## config.mk

```make
export PLATFORM = sky130hd
export DESIGN_NAME = csd_conv_param
export DESIGN_NICKNAME = d
export VERILOG_FILES = /design/src/rtl/csd_conv_param.sv
export SDC_FILE = /design/constraint.sdc
export NUM_CORES = 1
export LEC_CHECK = 0
export BUFFER_PORTS_ARGS = -buffer_cell sky130_fd_sc_hd__buf_2
export CAP_MARGIN = 25
export CORE_MARGIN = 2
export CORE_UTILIZATION = 58
export CTS_CLUSTER_SIZE = 12
export DETAILED_ROUTE_END_ITERATION = 8
export MAX_ROUTING_LAYER = met4
export PLACE_DENSITY = 0.82
export SLEW_MARGIN = 5
export SYNTH_ARGS = -nofsm -noshare
export SYNTH_HDL_FRONTEND = slang
export SYNTH_SLANG_ARGS = --single-unit
```

## constraint.sdc

```tcl
create_clock -name clk -period 2.15 [get_ports clk]
set_input_delay 0.43 -clock clk [delete_from_list [all_inputs] [get_ports clk]]
set_output_delay 0.43 -clock clk [all_outputs]
set_load 0.1 [all_outputs]
```

## src/rtl/csd_conv_param.sv

```systemverilog
// rtl/csd_conv_param.sv - sequential canonical-signed-digit converter, one digit per cycle
// Scans a WIDTH-bit operand LSB first and emits CSD digits as +1/-1 bit masks.
module csd_conv_param #(
  parameter int WIDTH = 8,
  parameter int CNT_W = $clog2(WIDTH + 2)
) (
  input  logic             clk,
  input  logic             reset,
  input  logic             start,
  input  logic [WIDTH-1:0] din,
  input  logic             signed_mode,
  output logic             ready,
  output logic             busy,
  output logic             done,
  output logic [WIDTH:0]   dout_pos,
  output logic [WIDTH:0]   dout_neg,
  output logic [CNT_W-1:0] nz_count,
  output logic [CNT_W-1:0] len
);

  typedef enum logic [1:0] {IDLE, SCAN, DONE} state_t;

  state_t                  state, state_nx;
  logic signed [WIDTH+1:0] r;
  logic signed [WIDTH+1:0] r_ext;
  logic signed [WIDTH+1:0] r_dec;
  logic signed [WIDTH+1:0] r_inc;
  logic [CNT_W-1:0]        idx;
  logic [WIDTH:0]          digit_mask;
  logic                    accept;

  // Two guard bits keep r-1 / r+1 free of overflow for both operand types.
  assign r_ext      = signed_mode ? {{2{din[WIDTH-1]}}, din} : {2'b00, din};
  assign r_dec      = r - {{(WIDTH+1){1'b0}}, 1'b1};
  assign r_inc      = r + {{(WIDTH+1){1'b0}}, 1'b1};
  assign digit_mask = {{WIDTH{1'b0}}, 1'b1} << idx;
  assign accept     = start && (state != SCAN);

  always_ff @(posedge clk) begin
    if (reset) begin
      state <= IDLE;
    end else begin
      state <= state_nx;
    end
  end

  always_comb begin
    state_nx = state;
    ready    = 1'b0;
    busy     = 1'b0;
    done     = 1'b0;
    case (state)
      IDLE: begin
        ready = 1'b1;
        if (start) state_nx = SCAN;
      end
      SCAN: begin
        busy = 1'b1;
        if (r == '0) state_nx = DONE;
      end
      DONE: begin
        ready    = 1'b1;
        done     = 1'b1;
        state_nx = start ? SCAN : IDLE;
      end
      default: state_nx = IDLE;
    endcase
  end

  always_ff @(posedge clk) begin
    if (reset) begin
      r        <= '0;
      idx      <= '0;
      dout_pos <= '0;
      dout_neg <= '0;
      nz_count <= '0;
      len      <= '0;
    end else if (accept) begin
      r        <= r_ext;
      idx      <= '0;
      dout_pos <= '0;
      dout_neg <= '0;
      nz_count <= '0;
      len      <= '0;
    end else if (state == SCAN && r != '0) begin
      case (r[1:0])
        2'b01: begin
          r        <= r_dec >>> 1;
          dout_pos <= dout_pos | digit_mask;
          nz_count <= nz_count + CNT_W'(1);
          len      <= idx + CNT_W'(1);
        end
        2'b11: begin
          r        <= r_inc >>> 1;
          dout_neg <= dout_neg | digit_mask;
          nz_count <= nz_count + CNT_W'(1);
          len      <= idx + CNT_W'(1);
        end
        default: r <= r >>> 1;
      endcase
      // The top digit sits at index WIDTH; the index parks there.
      idx <= (idx == CNT_W'(WIDTH)) ? idx : idx + CNT_W'(1);
    end
  end

endmodule

```

Word-level counts from Yosys, hierarchy flattened
Cells that the tools add are included.
{ "totals": {"ff_bits": 42, "output_inout_bits": 29, "input_bits": 12, "word_cells": 51} }
{ "classes": {"bitwise": 3, "n_shift": 1, "mux": 11, "eq_ne": 8, "addsub": 4, "n_reduce_logical": 16} }
{ "ops": {"columns": ["operator", "count"], "rows": [
  ["$mux 10", 3],
  ["$pmux 10 s2", 1],
  ["$or 9x9->9", 2],
  ["$reduce_and 2->1", 6],
  ["$add 10x1->10 const B", 1],
  ["$logic_not 10->1", 1],
  ["$reduce_bool 10->1", 1],
  ["$sub 10x1->10 const B", 1],
  ["$shl 1x4->9 const A", 1],
  ["$add 4x1->4 const B", 2],
  ["$pmux 2 s3", 1],
  ["$reduce_or 2->1", 3],
  ["$eq 2x1->1 const B", 2],
  ["$eq 2x2->1 const B", 2],
  ["$eq 4x4->1 const B", 1],
  ["$mux 1", 4],
  ["$mux 2", 2],
  ["$ne 2x2->1 const B", 2],
  ["$reduce_bool 3->1", 1],
  ["$logic_and 1x1->1", 2],
  ["$logic_not 2->1", 1],
  ["$ne 2x1->1 const B", 1],
  ["$reduce_bool 2->1", 1],
  ["$not 1->1", 1]
]} }

Longest topological paths before layout
Gate-level depths: netlist of the first run.
{ "logic_depth": {"ltp_word": 4, "mapped_depth": 7, "depth_no_buf": 5} }

Worst setup path after synthesis of the first run
No wires, ideal clock.
{ "synth_timing": {"path_kind": "register to output", "startpoint": "register state[1]", "endpoint": "output done", "slack_ns": 0.042, "t_required_ns": 1.720, "path_stages_with_launch": 2, "t_arrival_ns": 1.678, "path_buffers": 0, "cell_sequence": "dfxtp_1 nor2b_1"} }
{ "synth_between": {"elab_chain_len": 2} }
{ "synth_rtl": {"columns": ["element", "line", "text"], "rows": [
  ["from (decl)", "23", "state_t state, state_nx;"],
  ["from (signal assigned)", "43", "state <= state_nx;"],
  ["$eq 2x2->1", "52", "case (state)"],
  ["$mux 1", "52", null],
  ["to (decl)", "14", "output logic done,"]
]} }
No other way between the ends.

Worst setup path after layout of the first run
{ "layout_timing": {"startpoint": "register state[0]", "endpoint": "output busy"} }
{ "layout_between": {"elab_chain_len": 2} }
{ "layout_rtl": {"columns": ["element", "line", "text"], "rows": [
  ["$eq 2x1->1", "52", null],
  ["$mux 1", "52", null],
  ["to (decl)", "13", "output logic busy,"]
]} }
No other way between the ends.

==> results.cfg, run 1 <==
[run_status]
status = finished clean

[worst_setup_path]
reg2reg_to = r[4]
worstSetupPathDepth = 3
crit_type = flip-flop to primary output
required_ps = 1720
crit_arrival_ps = 1590
rr_startpoint = state[1]
r2r_slack_ps = 340
crit_start = state[0]
cp-end-kind = primary output
crit_slowest_cell = buf_2
critPathMaxStageDelay_ps = 430
cp_num_buf_inv = 2
rr_worst_depth = 5
critPathLaunchType = flip-flop
crit_chain = nand2b_1 -> inv_2 -> buf_2
cpLargestDelayFamily = buffers and inverters
worstPathMaxFanout = 8

[synth]
synth-async-reset-ratio_pct = 0
syn-cell-area_mm2 = 0.00204
synth_edf_count = 0
ys_types = 48
synthCells = 233
ys_ff_latch = 42
yosysSeqAreaShare_pct = 41.2
ys_warn_count = 0
postSynthAreaPerCell_um2 = 8.75
synthesis.nets = 252
synth_flop_cell = dfxtp_1

[pwr]
ir_drop_mv = 0.404
power.leakage_nw = 0.929
power_mw = 1.62
power.density_mw_per_mm2 = 713

[global_route]
grt_first_pass_wirelength_mm = 7.46
grt_usage_pct = 24.3
overflow = 0
grt_pass1_vias = 1639
antenna_found_initial = 0
grt_max_degree = 30

[worst_hold_path]
hp-class = input port to flip-flop
min-delay-start = din[7]
whs_endpoint = r[7]
holdPathStages = 3

[job]
drv_cap = 0

[layout]
drive_gt1_share_pct = 23.3
design_area_mm2 = 0.00228
multi_input_area_mm2 = 0.00105
nets = 288
regArea_um2 = 841
diodes = 0
synthToLayoutAreaGrowth_pct = 11.7
fillCellCount = 317

[floorplan]
die_area_mm2 = 0.00401
rows = 21
core_mm2 = 0.00336
pin_count = 41
die_w_um = 63.3
die_h_um = 63.3
start_util_pct = 60.6

[cts]
cts_buffers = 5
cts_resized = 0
cts-htree-levels = 2
cts_root_buffer = clkbuf_4
worstSkewPairLatency_ps = 350
holdBufCountCts = 0
clk_pin_slew_ps = 130
cts_sinks = 42
postCtsSetupBuffers = 0
cts_buffer_depth = 2
cts_tree = built

[placed_design]
dp_worst_setup_slack_ps = 394
io_buffer_count = 40
place_congestion = 0.966
dp_hpwl_mm = 3.16
place_area_mm2 = 0.00222

[sta]
fin_crit_sh_pct = 94.2
setup_viol = 0
holdWs_ps = 320
clock_skew_ps = 8.90
timing.final.hold_violations = 0
finalSetupTns_ps = 0
tightest_slew_ps = 513
min_period_ps = 2020
rsz0062_at_grt = false
report.final.slew_viol_count = 0
fin_ws_ps = 125
max_clock_freq_ghz = 0.494
relSlewSlack_pct = 65.7

[drt]
wirelength_mm = 4.32
wl_per_cell_um = 13.7
drt-initial-drc-count = 117
post_drt_via_cell_ratio = 5.65
vias = 1786
ant_nets = 0
first_pass_iters = 4
drc_errors = 0
-- area by class of cell --
class | count | area share (%)
timing repair buffer | 45 | 10.4
clock inverter | 2 | 0.604
sequential | 42 | 36.9
inverter | 9 | 1.48
clock buffer | 6 | 1.81
tap | 46 | 2.53
multi-input combinational | 166 | 46.2
-- synth_stat cells, drive strengths merged (2+ instances only) --
library cell	instances	area, um^2
nand4	5	46.3
nor3b	4	30.0
o31ai	3	22.5
o211ai	2	15.0
a21oi	21	105
xnor2	4	35.0
nand2	16	67.6
nor2b	2	12.5
and3b	2	17.5
inv	8	30.0
clkbuf	6	32.5
xor2	3	26.3
nand3	9	45.0
nor4	3	55.1
dfxtp	42	841
o32ai	2	17.5
ha	7	87.6
a21boi	2	15.0
or3	5	31.3
o21ai	5	25.0
a211oi	3	22.5
buf	10	80.1
a311oi	3	26.3
nor2	37	141
nor3	7	35.0
a31oi	9	62.6
-- per-stage QoR --
stage               util [%]  instances
floorplan                  -        233
global placement        66.1        308
detailed placement      66.1        308
CTS                     67.7        316
global route            67.7        316
finish                  67.7        316
-- worst max path at each step --
stage,slack (ps),to
2_1_floorplan,40,done
3_3_place_gp,500,r[4]
3_5_place_dp,390,r[4]
4_1_cts,130,busy
5_1_grt,30,busy
6_report,130,busy
-- layout by cell type (no fill, tap or decap), drive strengths merged, types with 4 or more instances in the layout --
cell and instances:
clkbuf 6, a31oi 9, nand4 5, nand3 9, buf 45, a21oi 21
inv 8, nor3b 4, xnor2 4, o21ai 5, nor3 7, nand2 16
nor2 37, or3 5, ha 7, dfxtp 42
-- cell families (layout without fill, tap and decap cells) --
kind of cell               Yosys count  after routing  synth area share (%)
AOI/OAI and AO/OA                   58             58                  19.1
adders and majority gates            7              7                  4.29
and+or+nand+nor                     94             94                  25.2
DFF                                 42             42                  41.2
buffers and inverters               25             62                  7.18
xor gates and xnor gates             7              7                  3.01
-- worst register-to-register path, stage by stage (launching register included) --
cell and delay [ps]:
dfxtp_1 380, nand2b_1 340, inv_2 100, nor2_2 410, nor2_1 150, o41ai_1 350
-- state kept, by name (all words and copies together) (netlist names) --
signal	count
r	10
dout_neg	9
dout_pos	9
idx	4
len	4
nz_count	4
state	2
-- per-layer routing --
layer / vias to the layer above / track usage (%) / wire [um]
li1: 900 / - / -
met1: 827 / 32.2 / 1970
met2: 55 / 37.2 / 2040
met3: 4 / 5.54 / 270
met4: 0 / 7.07 / 38
met5: - / - / 0
-- report_power, final --
| group | internal, mW | total [mW] | switching [mW] | leakage (nW) |
|---|---|---|---|---|
| combinational | 0.123 | 0.363 | 0.240 | 0.557 |
| sequential | 0.812 | 0.877 | 0.0652 | 0.340 |
| clock | 0.129 | 0.385 | 0.256 | 0.0322 |
| total | 1.06 | 1.62 | 0.562 | 0.929 |
Note: power is estimated with default switching activity, not from simulation.
==> inputs of run 2 (changes only) <==
Settings changed: CORE_UTILIZATION 58 to 61, CTS_BUF_LIST set to sky130_fd_sc_hd__clkbuf_4, PLACE_DENSITY 0.82 to 0.85.
==> results.cfg, run 2 (synthesis gave the netlist of run 1 again) <==
[placed_design]
place_area_mm2 = 0.00221
dp_worst_setup_slack_ps = 331
dp_hpwl_mm = 3.26
place_congestion = 0.853
io_buffer_count = 40

[floorplan]
die_h_um = 61.8
core_mm2 = 0.00313
rows = 20
start_util_pct = 65.2
pin_count = 41
die_area_mm2 = 0.00382
die_w_um = 61.8

[cts]
cts-htree-levels = 2
cts_buffer_depth = 2
cts_buffers = 5
cts_tree = built
clk_pin_slew_ps = 140
cts_root_buffer = clkbuf_4
cts_sinks = 42
postCtsSetupBuffers = 0
worstSkewPairLatency_ps = 370

[drt]
drt-initial-drc-count = 123
vias = 1839
wirelength_mm = 4.60
drc_errors = 0
wl_per_cell_um = 14.7
ant_nets = 0
first_pass_iters = 4
post_drt_via_cell_ratio = 5.88

[layout]
final_common_cell = dfxtp_1
synthToLayoutAreaGrowth_pct = 11.5
drive_gt1_share_pct = 23.4
design_area_mm2 = 0.00227
layout_common_cells = dfxtp_1, buf_2, nor2_1, a21oi_1, nand2_1
regMostFlops = r
fillCellCount = 245
nets = 287
largestRegisters = r (10), dout_neg (9), dout_pos (9)
diodes = 0
utilization_pct = 72.7
largest_reg_flops = 10

[global_route]
grt_usage_pct = 26.8
grt_first_pass_wirelength_mm = 7.34
grt_max_degree = 30
grt_pass1_vias = 1639
overflow = 0
antenna_found_initial = 0

[worst_setup_path]
cp-end-kind = primary output
crit_chain = nand2b_1 -> inv_2 -> clkbuf_4
cpLargestDelayFamily = buffers and inverters
cp_num_buf_inv = 2
critPathMaxStageDelay_ps = 430
required_ps = 1720
crit_arrival_ps = 1550
critPathLaunchType = flip-flop
worstPathMaxFanout = 8
crit_type = flip-flop to primary output
crit_slowest_cell = dfxtp_1

[sta]
setup_viol = 0
relSlewSlack_pct = 65.0
rsz0062_at_grt = false
report.final.slew_viol_count = 0
fin_crit_sh_pct = 92.3
tightest_slew_ps = 525
clock_skew_ps = 17.9
min_period_ps = 1980
finalSetupTns_ps = 0
max_clock_freq_ghz = 0.504
fin_ws_ps = 166
timing.final.hold_violations = 0

[pwr]
clkPwrFrac_pct = 24.7
power_mw = 1.66
seq_power_share_pct = 52.9
power.leakage_nw = 0.929
power.density_mw_per_mm2 = 729
power.switching_uw = 581
p_int_mw = 1.08
power_frac_comb_pct = 22.4
ir_drop_mv = 0.516
p_sw_share_pct = 35.1

[run_status]
status = finished clean

[worst_hold_path]
hp-class = input port to flip-flop

[job]
drv_cap = 0
run 2: cell types whose count changed in the layout (fill, tap and decap cells not counted):
cell / change
buf_2: -1
buf_4: -1
clkbuf_4: +2
clkbuf_1: -1
run 2: metal layers:
metal,part of all wire (%),global-route usage [%]
met4,0.78,6.69
met1,45,34.4
met3,6.2,7.66
met2,48,41.8
met5,0,-
run 2: timing repair:
action | in CTS | in global routing
setup endpoints to repair | 0 | 1
gates resized for setup | 0 | 1
endpoints found under the hold margin | 0 | 0
hold buffers | 0 | 0
run 2: worst paths after layout:
kind / endpoint / from / cells after the start / slack (ps)
worst max-delay path: busy / state[0] / 3 / 170
worst min-delay path: r[7] / din[7] / 3 / 320
worst max register to register: r[2] / state[1] / 5 / 280
worst min register to register: len[1] / len[1] / 2 / 480
run 2: final cells by class:
| type | count | area [um^2] | share of cell area [%] |
|---|---|---|---|
| clock buffers | 6 | 45.0 | 1.98 |
| clock inverters | 2 | 13.8 | 0.605 |
| inverters | 9 | 33.8 | 1.49 |
| multi-input cells | 166 | 1050 | 46.3 |
| flip-flops and latches | 42 | 841 | 37.0 |
| well taps | 44 | 55.1 | 2.42 |
| repair buffers | 44 | 233 | 10.2 |
run 2: stage by stage:
stage / hold WS [ps] / instances
6_report: 319 / 313
5_1_grt: 307 / 313
4_1_cts: 311 / 313
3_5_place_dp: 452 / 305
3_3_place_gp: 443 / 305
2_1_floorplan: 512 / 233
run 2: worst register-to-register path, cell delays in order (launching register included):
cell and delay [ps]:
dfxtp_1 380, nand2b_1 350, inv_2 110, nor2_2 430, o21ai_0 210, o32ai_1 300
run 2: power groups by stage:
stage               clock network [mW]  logic, mW  registers [mW]
CTS                              0.410      0.367           0.874
global route                     0.454      0.398           0.883
global placement                     0      0.355           0.889
finish                           0.410      0.371           0.877
detailed placement                   0      0.366           0.891
floorplan                            0      0.302           0.896
==> inputs of run 3 (changes only) <==
Settings changed: CORE_UTILIZATION 61 to 30, PLACE_DENSITY 0.85 to 0.47.
==> results.cfg, run 3 (synthesis gave the netlist of run 1 again) <==
[worst_setup_path]
worstPathMaxFanout = 8
r2r_slack_ps = 290
required_ps = 1720
crit_arrival_ps = 1500
rr_worst_depth = 5
crit_chain = nand2b_1 -> inv_2 -> clkbuf_4
critPathMaxStageDelay_ps = 420
cp_num_buf_inv = 2
crit_slowest_cell = dfxtp_1
cpLargestDelayFamily = buffers and inverters
reg2reg_to = r[4]
crit_type = flip-flop to primary output
cp-end-kind = primary output
critPathLaunchType = flip-flop
rr_startpoint = state[1]

[sta]
min_period_ps = 1930
finalSetupTns_ps = 0
max_clock_freq_ghz = 0.517
relSlewSlack_pct = 63.5
clock_skew_ps = 11.5
rsz0062_at_grt = false
timing.final.hold_violations = 0
report.final.slew_viol_count = 0
fin_crit_sh_pct = 89.9
fin_ws_ps = 218
holdWs_ps = 323
setup_viol = 0
tightest_slew_ps = 546

[cts]
cts_buffers = 5
cts_tree = built
postCtsSetupBuffers = 0
cts_sinks = 42
cts-htree-levels = 2
clk_pin_slew_ps = 120
cts_buffer_depth = 2
worstSkewPairLatency_ps = 360
cts_root_buffer = clkbuf_4

[layout]
synthToLayoutAreaGrowth_pct = 16.9
design_area_mm2 = 0.00238
largest_reg_flops = 10
multi_input_area_mm2 = 0.00105
regMostFlops = r
diodes = 0
regArea_um2 = 841
nets = 291
fillCellCount = 706
layout_common_cells = dfxtp_1, buf_2, nor2_1, a21oi_1, nand2_1
utilization_pct = 35.7
final_common_cell = dfxtp_1
fin_cells = 353
drive_gt1_share_pct = 24.5
largestRegisters = r (10), dout_neg (9), dout_pos (9)

[global_route]
antenna_found_initial = 0
grt_first_pass_wirelength_mm = 8.32
grt_max_degree = 31
grt_pass1_vias = 1692
grt_usage_pct = 14.4
overflow = 0

[placed_design]
place_congestion = 0.795
dp_worst_setup_slack_ps = 354
dp_hpwl_mm = 3.41
place_area_mm2 = 0.00230
io_buffer_count = 40
place_inst = 345

[floorplan]
core_mm2 = 0.00668
die_area_mm2 = 0.00747
start_util_pct = 30.5
pin_count = 41
die_h_um = 86.5
rows = 30
die_w_um = 86.5

[run_status]
status = finished clean

[drt]
post_drt_via_cell_ratio = 5.03
drt-initial-drc-count = 89
wirelength_mm = 4.87
drc_errors = 0
wl_per_cell_um = 13.8
vias = 1776
ant_nets = 0
first_pass_iters = 4

[worst_hold_path]
whs_endpoint = r[7]
holdPathStages = 3
hp-class = input port to flip-flop
min-delay-start = din[7]

[job]
drv_cap = 0

[pwr]
power.density_mw_per_mm2 = 747
power.leakage_nw = 0.962
power_mw = 1.78
ir_drop_mv = 0.265
==> run 3: changes by cell type in the layout (fill, tap and decap cells not counted), sizes merged <==
cell	delta
clkinv	-2
bufinv	+1
buf	+4
clkinvlp	+1
==> run 3: worst reg2reg max path: cells and delay by family (launching register included) <==
family          cells  cell delay, ps
simple gates        3             930
flops               1             380
compound gates      1             350
buf+inv             1             110
==> run 3: layout make-up <==
cell class | count | share of cell area [%]
flip-flops and latches | 42 | 35.3
clock inverters | 2 | 1.57
clock buffers | 6 | 1.89
multi-input cells | 166 | 44.1
repair buffers | 48 | 11.5
inverters | 9 | 1.42
well taps | 80 | 4.20
==> run 3: worst max path at each step <==
| stage | start | cells past startpoint | to |
|---|---|---|---|
| floorplan | state[1] | 1 | done |
| global placement | state[1] | 5 | r[2] |
| detailed placement | state[1] | 5 | r[2] |
| CTS | state[0] | 3 | busy |
| global route | state[1] | 5 | r[4] |
| finish | state[0] | 3 | busy |
==> run 3: timing repair <==
item / 4_1_cts / 5_1_grt
endpoints found under the hold margin: 0 / 0
hold buffers: 0 / 0
setup endpoints to repair: 0 / 1
resized for setup: 0 / 1
==> run 3: layer usage <==
layer	GRT usage, %	vias up	part of all wire [%]
met5	-	-	0
met4	4.69	0	0.99
met3	3.24	4	3.5
met2	21.5	36	44
met1	19.4	827	52
li1	-	909	-
==> run 3: report_power, final <==
part / internal, mW / switching, mW / total [mW]
clock: 0.258 / 0.269 / 0.527
sequential: 0.812 / 0.0660 / 0.878
combinational: 0.129 / 0.247 / 0.376
total: 1.20 / 0.582 / 1.78
